## src/rtl/seg7_scan_ctrl.sv

```systemverilog
// Purpose : time-multiplexed scan controller for common-anode 7-seg digits sharing one decoder.
// Latency : accepted iDATA is committed at the next frame boundary, shown from the following frame.
// Backpres: oREADY drops the cycle after a transfer and rises the cycle after the frame-boundary commit.
//
// Ports:
//   iCLK, iRST   clock (rising edge) and asynchronous active-high reset
//   iDATA        packed hex value, nibble k -> digit k
//   iVALID       iDATA valid; transfer on iVALID & oREADY
//   oREADY       registered, = !pending
//   oDIG         nibble for the shared hex decoder (registered)
//   oDIG_SEL     active-low digit selects, one-hot or all-high (registered)
//   oBLANK       force decoder segments off (registered)
//   oFRAME       one-cycle pulse in the first guard cycle of digit 0 (registered)
//
// Optional build macro: SEG7_LZ_SUPPRESS_EN enables leading-zero suppression.
module seg7_scan_ctrl #(
    parameter int NUM_DIGITS   = 4,
    parameter int DWELL_CYCLES = 50000,
    parameter int BLANK_CYCLES = 500
) (
    input  logic                    iCLK,
    input  logic                    iRST,
    input  logic [4*NUM_DIGITS-1:0] iDATA,
    input  logic                    iVALID,
    output logic                    oREADY,
    output logic [3:0]              oDIG,
    output logic [NUM_DIGITS-1:0]   oDIG_SEL,
    output logic                    oBLANK,
    output logic                    oFRAME
);

    localparam int MAX_CYC = (DWELL_CYCLES > BLANK_CYCLES) ? DWELL_CYCLES : BLANK_CYCLES;
    localparam int CW      = $clog2(MAX_CYC + 1);
    localparam int IW      = (NUM_DIGITS > 1) ? $clog2(NUM_DIGITS) : 1;
    localparam int DW      = 4 * NUM_DIGITS;

    localparam logic [CW-1:0] DWELL_LAST = CW'(DWELL_CYCLES - 1);
    localparam logic [CW-1:0] BLANK_LAST = CW'(BLANK_CYCLES - 1);
    localparam logic [IW-1:0] IDX_LAST   = IW'(NUM_DIGITS - 1);

    typedef enum logic {
        GUARD = 1'b0,
        DWELL = 1'b1
    } state_t;

    state_t                state_q, state_d;
    logic [CW-1:0]         cnt_q, cnt_d;
    logic [IW-1:0]         idx_q, idx_d;
    logic [DW-1:0]         active_q, active_d;
    logic [DW-1:0]         shadow_q, shadow_d;
    logic                  pending_q, pending_d;
    logic                  ready_q, ready_d;
    logic [3:0]            dig_q, dig_d;
    logic [NUM_DIGITS-1:0] sel_q, sel_d;
    logic                  blank_q, blank_d;
    logic                  frame_q, frame_d;

    logic                  xfer;
    logic [3:0]            cur_nib;
    logic [NUM_DIGITS-1:0] cur_sel_n;
    logic                  lit;

    // ready_q always mirrors !pending_q, so a transfer can never coincide
    // with a commit that consumes a pending value.
    assign xfer = iVALID && ready_q;

    // Nibble and active-low select for the digit about to be lit.
    always_comb begin
        cur_nib   = 4'h0;
        cur_sel_n = '1;
        for (int k = 0; k < NUM_DIGITS; k++) begin
            if (idx_q == IW'(k)) begin
                cur_nib      = active_q[4*k +: 4];
                cur_sel_n[k] = 1'b0;
            end
        end
    end

`ifdef SEG7_LZ_SUPPRESS_EN
    // A digit k>0 stays dark when it and every more-significant nibble are
    // zero; digit 0 is always lit so a zero value still shows "0".
    always_comb begin
        lit = 1'b1;
        for (int k = 1; k < NUM_DIGITS; k++) begin
            if ((idx_q == IW'(k)) && ((active_q >> (4*k)) == '0)) begin
                lit = 1'b0;
            end
        end
    end
`else
    assign lit = 1'b1;
`endif

    always_comb begin
        state_d   = state_q;
        cnt_d     = cnt_q + CW'(1);
        idx_d     = idx_q;
        active_d  = active_q;
        shadow_d  = shadow_q;
        pending_d = pending_q;
        dig_d     = dig_q;
        sel_d     = sel_q;
        blank_d   = blank_q;
        frame_d   = 1'b0;

        case (state_q)
            GUARD: begin
                if (cnt_q == BLANK_LAST) begin
                    state_d = DWELL;
                    cnt_d   = '0;
                    dig_d   = cur_nib;
                    if (lit) begin
                        sel_d   = cur_sel_n;
                        blank_d = 1'b0;
                    end else begin
                        sel_d   = '1;
                        blank_d = 1'b1;
                    end
                end
            end
            DWELL: begin
                if (cnt_q == DWELL_LAST) begin
                    state_d = GUARD;
                    cnt_d   = '0;
                    sel_d   = '1;
                    blank_d = 1'b1;
                    if (idx_q == IDX_LAST) begin
                        // Frame boundary: the only point where active may
                        // change, so a frame never mixes old and new nibbles.
                        idx_d   = '0;
                        frame_d = 1'b1;
                        if (pending_q) begin
                            active_d  = shadow_q;
                            pending_d = 1'b0;
                        end
                    end else begin
                        idx_d = idx_q + IW'(1);
                    end
                end
            end
            default: begin
                state_d = GUARD;
                cnt_d   = '0;
            end
        endcase

        if (xfer) begin
            shadow_d  = iDATA;
            pending_d = 1'b1;
        end

        ready_d = !pending_d;
    end

    always_ff @(posedge iCLK or posedge iRST) begin
        if (iRST) begin
            state_q   <= GUARD;
            cnt_q     <= '0;
            idx_q     <= '0;
            active_q  <= '0;
            shadow_q  <= '0;
            pending_q <= 1'b0;
            ready_q   <= 1'b1;
            dig_q     <= 4'h0;
            sel_q     <= '1;
            blank_q   <= 1'b1;
            frame_q   <= 1'b0;
        end else begin
            state_q   <= state_d;
            cnt_q     <= cnt_d;
            idx_q     <= idx_d;
            active_q  <= active_d;
            shadow_q  <= shadow_d;
            pending_q <= pending_d;
            ready_q   <= ready_d;
            dig_q     <= dig_d;
            sel_q     <= sel_d;
            blank_q   <= blank_d;
            frame_q   <= frame_d;
        end
    end

    assign oREADY   = ready_q;
    assign oDIG     = dig_q;
    assign oDIG_SEL = sel_q;
    assign oBLANK   = blank_q;
    assign oFRAME   = frame_q;

endmodule

```

## config.mk

```make
export PLATFORM = sky130hd
export DESIGN_NAME = seg7_scan_ctrl
export DESIGN_NICKNAME = d
export VERILOG_FILES = /design/src/rtl/seg7_scan_ctrl.sv
export SDC_FILE = /design/constraint.sdc
export NUM_CORES = 1
export LEC_CHECK = 0
export ABC_CLOCK_PERIOD_IN_PS = 3600
export CAP_MARGIN = 20
export CORE_ASPECT_RATIO = 1.2
export CORE_MARGIN = 2
export CORE_UTILIZATION = 59
export DETAILED_ROUTE_END_ITERATION = 8
export PLACE_DENSITY = 0.94
export SYNTH_ARGS = -nofsm -noshare
export SYNTH_HDL_FRONTEND = slang
export SYNTH_SLANG_ARGS = --single-unit
```

## constraint.sdc

```tcl
create_clock -name iCLK -period 3.6 [get_ports iCLK]
set_input_delay 0.72 -clock iCLK [delete_from_list [all_inputs] [get_ports iCLK]]
set_output_delay 0.72 -clock iCLK [all_outputs]
set_load 0.005 [all_outputs]
```

==> impl_metrics.csv <==
group,metric,value,unit
global_route,grtUsageTotal,23.4,%
global_route,gr-total-overflow,0,
synth,synthSimpleGateAreaFrac,12.4,%
job,drv_cap,0,
timing,min_period_over_period,69.0,%
synth,yosysSeqAreaShare,56.7,%
clock_network,ctsResizeCount,0,
timing,grt_setup_unrepaired,"false",
synth,synth_cells,215,
timing,setup_tns,0,ns
synth,synth_compound_area_share,5.51,%
die,die_x,66.8,um
die,die_area,5310,um2
routing,detail-route-antenna-nets,0,
synth,synth_most_common_cell,"dfrtp_1",
synth,synth_edf_count,0,
critical_path,critPathMaxFanout,16,
cells_and_area,area_growth_syn_to_layout,18.8,%
critical_path,worstPathRequired,3.86,ns
cells_and_area,post-route-util,72.8,%
routing,first_iter_violations,122,
clock_network,cts_setup_buffers,0,
synth,synth_commonest_cells,"57 x dfrtp_1, 21 x mux2_2, 16 x nor2_1",
pwr,ir_worst_vdd,0.000322,V
routing,avgViaCountPerCell,5.62,
timing,finalMaxSlewViolations,0,
die,fp-row-count,27,
synth,yosysTopAreaCellShare,51.0,%
clock_network,numCtsBuffers,9,
critical_path,crit_type,"flop to flop",
global_route,antenna_found_initial,0,
global_route,grt_max_degree,52,
die,die_h,79.4,um
synth,synth_xor_area_share,4.39,%
timing,relSlewSlack,56.5,%
clock_network,cts_sinks,63,
die,core,4560,um2
synth,ys.flop_type,"dfrtp_1",
cells_and_area,drive_gt1_share,23.4,%
synth,ys.warnings.count,0,
critical_path,cp.arrival,2.74,ns
place,port_buffers,29,
clock_network,path_clk_slew,0.07,ns
clock_network,clockRootBuffer,"clkbuf_8",
synth,synth.area.top_cells,"dfrtp_1 51%, mux2_2 8.5%, dfstp_2 5.6%",
cells_and_area,nFillCells,309,
clock_network,tritoncts,"yes",
synth,synth_cell_types,39,
timing,worstMarginPinSlew,0.650,ns
die,num_io_pins,30,
cells_and_area,layout.nets,275,
timing,fmax,0.403,GHz
place,gp_congestion,0.826,
critical_path,crit_path_end_kind,"flop",
pwr,power.density,434,nW/um2
routing,drc,0,
routing,wl_per_cell,16.2,um
clock_network,cts_htree_levels,3,
global_route,grt_pass1_wl,8860,um
routing,num_vias,1765,
routing,drt_pre_antenna_iters,4,
critical_path,cp-start-kind,"flop",
synth,synth_seq_cells,63,
synth,synthMuxAreaShare,15.4,%
pwr,finalPower,1.44,mW
pwr,power_leakage,1.47,nW
synth,async_reset_ff_share,100,%
synth,synth_top_family_by_area,"multiplexers",
synth,syn_area_per_cell,13.0,um2
synth,synth_nets,239,
routing,wirelength,5100,um
timing,setup_viol,0,
synth,syn_area,2800,um2
status,status,"completed",
clock_network,cts_hold_buf,0,
global_route,grt_pass1_vias,1844,
place,hpwl,3780,um
timing,clock_skew,0.00650,ns
timing,hold_viol_final,0,
cells_and_area,antenna_cells,0,
worst_hold_path,hold_path_class,"flop to flop",
synth,yosys.area_share.adder,2.24,%
clock_network,clk_latency,0.33,ns
timing,period_minus_slack,2.48,ns
synth,synth_top_area_cell,"dfrtp_1",
die,initial_utilization,61.3,%
clock_network,cts_buffer_depth,2,
-- registers in the layout, indices dropped and copies added, names as in the netlist, 2 cells and up --
name / count
oDIG: 4
oDIG_SEL: 4
active_q: 16
cnt_q: 16
shadow_q: 16
idx_q: 2
-- power by group --
group	total [mW]	internal, mW	switching [mW]
registers	0.794	0.765	0.0289
clock network	0.548	0.284	0.263
logic	0.0983	0.0655	0.0328
-- cell usage in the layout, fill, tap and decap left out, drive strengths merged --
master	count
dfrtp	57
or4	2
inv	10
or2	1
xor2	4
a21boi	1
nand3	7
o41ai	1
dfstp	6
a21o	1
nand4bb	1
a22o	1
o31ai	3
nand4b	1
a221oi	3
and3	2
nor2b	4
nor3	4
nor2	16
or4bb	1
nand4	5
clkinv	2
nand2	10
o21ai	4
nor4	5
a2bb2oi	4
a21oi	2
clkinvlp	3
buf	3
ha	5
nand2b	1
clkdlybuf4s50	29
a22oi	1
clkbuf	11
xnor2	10
mux2	35
-- final cells by class --
cell class                      instances  area, um2  area share [%]
Clock buffer                           11        151            4.56
Clock inverter                          5       32.5           0.980
Inverter                               10       37.5            1.13
Multi-Input combinational cell        135       1120            33.6
Sequential cell                        63       1580            47.7
Tap cell                               58       72.6            2.19
Timing Repair Buffer                   32        325            9.80
-- per-stage QoR --
stage / setup WS, ns / instances / hold slack, ns / cell area [um2]
floorplan: 1.32 / 215 / 0.411 / 2800
global placement: 1.26 / 297 / 0.443 / 3120
detailed placement: 1.16 / 297 / 0.447 / 3120
CTS: 1.14 / 313 / 0.469 / 3300
global route: 1.01 / 314 / 0.504 / 3320
finish: 1.12 / 314 / 0.464 / 3320
-- worst paths after layout --
path | cells after the start | endpoint | slack [ns] | from
min in group asynchronous | 2 | active_q[12]$_DFFE_PP0P_ | 0.70 | iRST
hold / removal | 1 | oREADY$_DFF_PP1_ | 0.46 | pending_q$_DFF_PP0_
setup reg to reg | 4 | oDIG_SEL[1]$_DFFE_PP1P_ | 1.12 | cnt_q[13]$_DFF_PP0_
max in group asynchronous | 3 | oREADY$_DFF_PP1_ | 2.32 | iRST
setup / recovery | 4 | oDIG_SEL[1]$_DFFE_PP1P_ | 1.12 | cnt_q[13]$_DFF_PP0_
hold reg to reg | 1 | oREADY$_DFF_PP1_ | 0.46 | pending_q$_DFF_PP0_
-- metal layers --
layer	wire length, um	GRT usage [%]	up-vias
li1	-	-	833
met1	2130	27.9	894
met2	2690	38.7	28
met3	165	6.77	10
met4	112	11.0	0
met5	0	0	-
-- cells by family after synthesis --
group / after synthesis
fa+ha+maj: 5
mux: 35
flops: 63
compound gates: 21
simple gates: 60
buf+inv: 17
xor+xnor: 14
-- worst max-delay path, stage by stage (launching register included) --
cell and delay [ns]:
dfrtp_1 0.41, or4_4 0.59, nor4_4 0.61, or2_1 0.56
a2bb2oi_1 0.24
No activity file was read; power rests on OpenSTA's default activity.
